`config.mk`:
```
export PLATFORM = sky130hd
export DESIGN_NAME = pc_fetch_unit
export DESIGN_NICKNAME = d
export VERILOG_FILES = /design/src/rtl/pc_fetch_unit.sv
export SDC_FILE = /design/constraint.sdc
export NUM_CORES = 1
export LEC_CHECK = 0
export ABC_CLOCK_PERIOD_IN_PS = 5060
export CORE_MARGIN = 2
export CORE_UTILIZATION = 50
export CTS_BUF_LIST = sky130_fd_sc_hd__clkbuf_2
export DETAILED_ROUTE_END_ITERATION = 7
export PLACE_DENSITY = 0.89
export SLEW_MARGIN = 15
export SYNTH_ARGS = -nofsm -noshare
export SYNTH_HDL_FRONTEND = slang
export SYNTH_SLANG_ARGS = --single-unit
```
`constraint.sdc`:
```
create_clock -name clk -period 5.06 [get_ports clk]
set_input_delay 1.265 -clock clk [delete_from_list [all_inputs] [get_ports clk]]
set_output_delay 1.265 -clock clk [all_outputs]
set_load 0.005 [all_outputs]
```
`src/rtl/pc_fetch_unit.sv`:
```
// Fetch-stage sequencer: owns the PC, issues one instruction-memory read per PC,
// and presents the returned word with its PC and PC+step to decode.
module pc_fetch_unit #(
  parameter int unsigned     XLEN         = 32,
  parameter logic [XLEN-1:0] RESET_VECTOR = '0,
  parameter int unsigned     PC_STEP      = 4
) (
  input  logic            clk,
  input  logic            rst,
  output logic            imem_req_valid,
  input  logic            imem_req_ready,
  output logic [XLEN-1:0] imem_addr,
  input  logic            imem_resp_valid,
  input  logic [XLEN-1:0] imem_resp_data,
  input  logic            redirect_valid,
  input  logic [XLEN-1:0] redirect_target,
  output logic            id_valid,
  input  logic            id_ready,
  output logic [XLEN-1:0] id_instr,
  output logic [XLEN-1:0] id_pc,
  output logic [XLEN-1:0] id_pc_plus4,
  output logic            misalign_err,
  output logic [1:0]      fetch_state
);

  // Handshakes: a transfer happens on a rising edge where valid and ready are both 1;
  // valid never depends on ready, and payload is held stable while valid waits for ready.
  typedef enum logic [1:0] {
    ST_REQ  = 2'd0,
    ST_WAIT = 2'd1,
    ST_HOLD = 2'd2
  } state_t;

  localparam logic [XLEN-1:0] STEP = XLEN'(PC_STEP);

  state_t          state;
  logic            drop;
  logic [XLEN-1:0] pc;
  logic [XLEN-1:0] pc_seq;
  logic [XLEN-1:0] target_aligned;

  assign pc_seq         = pc + STEP;
  assign target_aligned = {redirect_target[XLEN-1:2], 2'b00};
  assign imem_addr      = pc;
  assign imem_req_valid = (state == ST_REQ) && rst;
  assign fetch_state    = state;

  always_ff @(posedge clk) begin
    if (!rst) begin
      pc           <= RESET_VECTOR;
      state        <= ST_REQ;
      drop         <= 1'b0;
      id_valid     <= 1'b0;
      id_instr     <= '0;
      id_pc        <= '0;
      id_pc_plus4  <= '0;
      misalign_err <= 1'b0;
    end else if (redirect_valid) begin
      // A redirect wins over every other event; anything already fetched for the
      // old path is either killed in HOLD or marked for discard while in flight.
      pc           <= target_aligned;
      misalign_err <= (redirect_target[1:0] != 2'b00);
      case (state)
        ST_REQ: begin
          if (imem_req_ready) begin
            state <= ST_WAIT;
            drop  <= 1'b1;
          end
        end
        ST_WAIT: begin
          if (imem_resp_valid) begin
            state <= ST_REQ;
            drop  <= 1'b0;
          end else begin
            drop <= 1'b1;
          end
        end
        ST_HOLD: begin
          id_valid <= 1'b0;
          state    <= ST_REQ;
        end
        default: state <= ST_REQ;
      endcase
    end else begin
      misalign_err <= 1'b0;
      case (state)
        ST_REQ: begin
          if (imem_req_ready) state <= ST_WAIT;
        end
        ST_WAIT: begin
          if (imem_resp_valid) begin
            if (drop) begin
              drop  <= 1'b0;
              state <= ST_REQ;
            end else begin
              id_instr    <= imem_resp_data;
              id_pc       <= pc;
              id_pc_plus4 <= pc_seq;
              id_valid    <= 1'b1;
              pc          <= pc_seq;
              state       <= ST_HOLD;
            end
          end
        end
        ST_HOLD: begin
          if (id_ready) begin
            id_valid <= 1'b0;
            state    <= ST_REQ;
          end
        end
        default: state <= ST_REQ;
      endcase
    end
  end

endmodule
```
==> results.md, run 1 <==
* Die Ht at 108.9 um
* Core area at 0.01079 mm2
* Max Clock Skew at 0.02193 ns
* Initial DRC count at 395
* CTS resizes at 0
* I/O Pins at 203
* CP dominant cell by count: clkdlybuf4s50_1
* Post-CTS Setup Inserts at 0
* Total power at 2049 uW
* Relative slew slack at 0.3498
* Tot GR Track Use at 0.2753
* Global-route wire length before repair at 25.56 mm
* Final Wtd Congestion at 0.8935
* Layout Utilization at 0.7154
* DP Wirelength at 11.39 mm
* CP Capture Type: output pin
* CP max FO at 2
* Vias in the first global route at 5269
* VDD IR-drop max at 0.1661 mV
* Area grow syn2layout at 40.35%
* Synthesized flop and latch total at 127
* Status: finished, final reports clean
* Syn Area/Cell at 7.848 um2
* Final setup viols at 0
* Mapped cell area at 0.005502 mm2
* YS warnings at 0
* Asr flop ratio synth at 0
* CTS Buf Count at 17
* Worst path cell trace: clkdlybuf4s50_1, and2_1, clkdlybuf4s50_1
* TNS Setup at 0 ns
* Leakage at 0.002619 uW
* # DRC at 0
* WP data arrival at 2.48 ns
* Pwr per Cell Area at 265.4 mW/mm2
* Port Buffers at 196
* Clk root buf: clkbuf_2
* Starting Density at 0.5097
* Post-synthesis sequential area ratio at 0.4621
* Share of cells above drive strength 1 at 0.05125
* Hold Path Class: reg2reg
* Via count at 5630
* Initial antenna violation count at 0
* Max_cap viols at 0
* Distinct cells, synth at 45
* Vias per cell at 5.530
* Tmin final at 3.747 ns
* EDFF count, synth at 0
* WS Path Type: in2out
* Grt ovf at 0
* Routed WL at 16.25 mm
* Main synth FF type: dfxtp_1
* Share of the synthesized area in the top cell type at 0.4621
* Top-count cell post-synth: nand2_1
* CTS tree: done
* DR pass1 iterations at 6
* Fmax at 266.9 MHz
* Fraction of the cycle the final worst path needs at 0.7405
* Largest net degree at the start of global routing at 72
* Ant diodes at 0
* Nets at 939
* Slew @ Worst Pin at 0.9678 ns
* Final hold viol count at 0
* Slowest stage delay, CP at 0.55 ns
* Post-Synthesis Cells at 701
* Final Max Slew Viols at 0
* CTS max path bufs at 2
* Sink Count at 127
* Area leader, netlist: dfxtp_1
* Clk_lat worst skew at 0.70 ns
* Die Width at 108.9 um
* Wire per inst at 15.97 um
* Post-synth top cells: nand2_1, dfxtp_1, a21oi_1
* Core Rows at 38
* H-Tree Level Count at 4
* CP max-delay cell: clkdlybuf4s50_1
* CTS Hold Bufs at 0
* Post-DRT Antenna Nets at 0
* CP Launch Type: input pin
* Main area contributors after synthesis: dfxtp_1, nand2_1, a21oi_1
* Die Footprint at 0.01186 mm2
* RSZ-0062 raised after global routing: false
* CP Data Required Time at 3.80 ns
* Clock-pin slew on the worst setup and hold paths at 0.17 ns
==> cell usage in the layout, fill, tap and decap left out, types with 2 or more instances in the layout <==
cell             count
dfxtp_1            127
nor2b_1              3
buf_4                9
xnor2_1             20
clkinv_1             2
ha_1                 4
nand4_1             14
nand2_1            148
a21oi_1            105
clkdlybuf4s50_1    196
o21ai_0             44
clkinv_4             3
a211oi_1             8
a311oi_1             2
clkinvlp_4           3
o22ai_1              3
conb_1               6
mux2i_1              4
inv_1                6
nand3_1             30
bufinv_16            3
nor4_1               5
xor2_1              25
or3_1                4
and4_1               2
a31oi_1              2
nor2_1              39
nor3_1               8
clkinv_2             3
clkbuf_2            17
or4_1                3
and3_1              10
==> power by group <==
| group | leakage, uW | total, uW | switching [uW] | internal (uW) |
|---|---|---|---|---|
| Sequential | 0.00103 | 1100 | 56.0 | 1040 |
| Combinational | 0.00144 | 289 | 125 | 164 |
| Clock | 0.000145 | 664 | 391 | 272 |
| Total | 0.00262 | 2050 | 572 | 1480 |
==> metal layers <==
metal / GRT usage / routed length, um
met5: 0 / 0
met4: 0.1172 / 352
met1: 0.3358 / 6422
met2: 0.4685 / 8180
met3: 0.05798 / 1298
==> area by class of cell <==
type	count	area, um2
multi-input cells	507	2693
clock inverters	15	170.2
well taps	140	175.2
flip-flops and latches	127	2542
inverters	7	26.28
repair buffers	205	2029
clock buffers	17	85.08
fillers	804	3072
==> worst paths after layout <==
check,startpoint,end,slack [ns],cells after the start
max,rst,imem_req_valid,1.31,3
max reg2reg,imem_addr[2]$_SDFFE_PN0P_,imem_addr[28]$_SDFFE_PN0P_,2.36,6
min reg2reg,id_pc[27]$_SDFFE_PN0P_,id_pc[27]$_SDFFE_PN0P_,0.47,2
min,id_pc[27]$_SDFFE_PN0P_,id_pc[27]$_SDFFE_PN0P_,0.47,2
==> critical path: cells and delay by family <==
| kind | cells | cell delay (ns) |
|---|---|---|
| simple gates | 1 | 0.16 |
| buf+inv | 2 | 1.06 |
==> state kept, by name, summed over array words and instances, names as in the netlist <==
name          flops
id_pc            30
id_instr         32
fetch_state       2
misalign_err      1
imem_addr        30
id_valid          1
id_pc_plus4      30
drop              1
==> stage by stage <==
stage	worst slack [ns]	instance area, um2	hold slack [ns]	cells
2_1_floorplan	1.886	5520	0.4503	706
6_report	1.313	7721	0.4653	1018
4_1_cts	1.279	7721	0.4699	1018
5_1_grt	1.259	7721	0.4890	1018
3_5_place_dp	1.296	7466	0.4484	986
3_3_place_gp	1.303	7466	0.4418	986
==> cells by family after synthesis <==
family                   after synthesis  share of synthesized area
AO/OA/AOI/OAI                        173                     0.1701
AND/OR/NAND/NOR                      275                     0.2240
flip-flops                           127                     0.4621
buffers and inverters                 72                    0.05504
other                                  1                  0.0006816
adder cells (fa/ha/maj)                4                   0.009097
multiplexers                           4                   0.007278
XOR/XNOR                              45                    0.07164
No activity file was read; power rests on OpenSTA's default activity.
==> run 2: changes to the inputs <==
ABC_CLOCK_PERIOD_IN_PS = 3700   (was 5060)
CORE_UTILIZATION = 46   (was 50)
PLACE_DENSITY = 0.83   (was 0.89)
clock period = 3.7 ns   (was 5.06 ns; I/O delays follow)
==> run 2 against run 1 <==
Via count up 0.73%. Sequential power is 36% higher. Worst hold slack worse by 0.0017 ns.
==> results.md, run 2 (synthesis results as in run 1) <==
* Fraction of the cycle the final worst path needs at 0.8109
* Routed WL at 17.00 mm
* WS Path Type: in2out
* Global-route wire length before repair at 26.84 mm
* Grt ovf at 0
* H-Tree Level Count at 4
* Nets at 946
* Total power at 2856 uW
* Via count at 5671
* CTS Buf Count at 17
* Clk_lat worst skew at 0.68 ns
* VDD IR-drop max at 0.1826 mV
* Final worst setup slack at 0.6997 ns
* Leakage at 0.002669 uW
* Post-place setup slack at 0.6893 ns
* Die Width at 113.4 um
* TNS Setup at 0 ns
* DP Wirelength at 12.07 mm
* Area grow syn2layout at 41.82%
* Final Max Slew Viols at 0
* Max_cap viols at 0
* Largest net degree at the start of global routing at 59
* Sink Count at 127
* Wire per inst at 16.52 um
* Share of cells above drive strength 1 at 0.05763
* CP max FO at 2
* Max Clock Skew at 0.03521 ns
* Hold Path Class: reg2reg
* Most flops, register: id_instr
* Vias in the first global route at 5373
* Initial DRC count at 460
* Final hold viol count at 0
* # DRC at 0
* RSZ-0062 raised after global routing: false
* Final setup viols at 0
* Post-DRT Antenna Nets at 0
* Core Rows at 39
* CP Launch Type: input pin
* Final instance area at 0.007802 mm2
* Fmax at 333.3 MHz
* Status: finished, final reports clean
* Slew @ Worst Pin at 0.7642 ns
* Core area at 0.01156 mm2
* CTS max path bufs at 2
* Max reg flops at 32
* CP Capture Type: output pin
* Die Ht at 113.4 um
* Tot GR Track Use at 0.2586
* Most frequent cells in the layout: clkdlybuf4s50_1, nand2_1, dfxtp_1
* CTS resizes at 0
* Post-DP Area at 0.007535 mm2
* CTS Hold Bufs at 0
* Die Footprint at 0.01285 mm2
* Tmin final at 3.000 ns
* Pwr per Cell Area at 366.0 mW/mm2
* Clock-pin slew on the worst setup and hold paths at 0.17 ns
* Relative slew slack at 0.4863
* Vias per cell at 5.511
* I/O Pins at 203
* CTS tree: done
* Post-CTS Setup Inserts at 0
* WP data arrival at 2.08 ns
* Most common cell after layout, fill and taps aside: clkdlybuf4s50_1
* Port Buffers at 196
* Layout Utilization at 0.6747
* DR pass1 iterations at 6
* Initial antenna violation count at 1
* Starting Density at 0.4757
* CP Data Required Time at 2.77 ns
* Final Wtd Congestion at 0.8864
* Clk root buf: clkbuf_2
run 2: final timing paths:
path,from,to,slack (ns),depth (start not counted)
min,id_instr[23]$_SDFFE_PN0P_,id_instr[23]$_SDFFE_PN0P_,0.46,2
min reg2reg,id_instr[23]$_SDFFE_PN0P_,id_instr[23]$_SDFFE_PN0P_,0.46,2
max reg2reg,imem_addr[2]$_SDFFE_PN0P_,imem_addr[28]$_SDFFE_PN0P_,0.93,6
max,rst,imem_req_valid,0.70,3
run 2: power breakdown:
part           total (uW)  switching [uW]  internal (uW)  leakage, uW
Clock                 953             513            440     0.000156
Sequential           1500            74.3           1420      0.00103
Combinational         405             176            229      0.00148
run 2: final cells by class:
type                    count  area [um2]
multi-input cells         507        2693
clock inverters            13       170.2
diodes                      1       2.502
inverters                   7       26.28
flip-flops and latches    127        2542
fillers                   935        3762
well taps                 143       178.9
clock buffers              19       95.09
repair buffers            212        2095
run 2: metrics by stage:
step / std cells / hold WS (ns)
global route: 1029 / 0.4815
floorplan: 706 / 0.4503
finish: 1029 / 0.4635
global placement: 996 / 0.4408
detailed placement: 996 / 0.4457
CTS: 1028 / 0.4665
run 2: worst max-delay path, cell delays in order:
cell and delay [ns]:
clkdlybuf4s50_1 0.52, and2_1 0.14, clkdlybuf4s50_1 0.49
run 2: routing by layer:
metal,vias up,wire length (um),global-route usage
li1,2720,-,-
met1,2654,6850,0.3201
met2,255,8560,0.4383
met3,42,1189,0.05678
met4,0,402,0.1033
met5,-,0,0
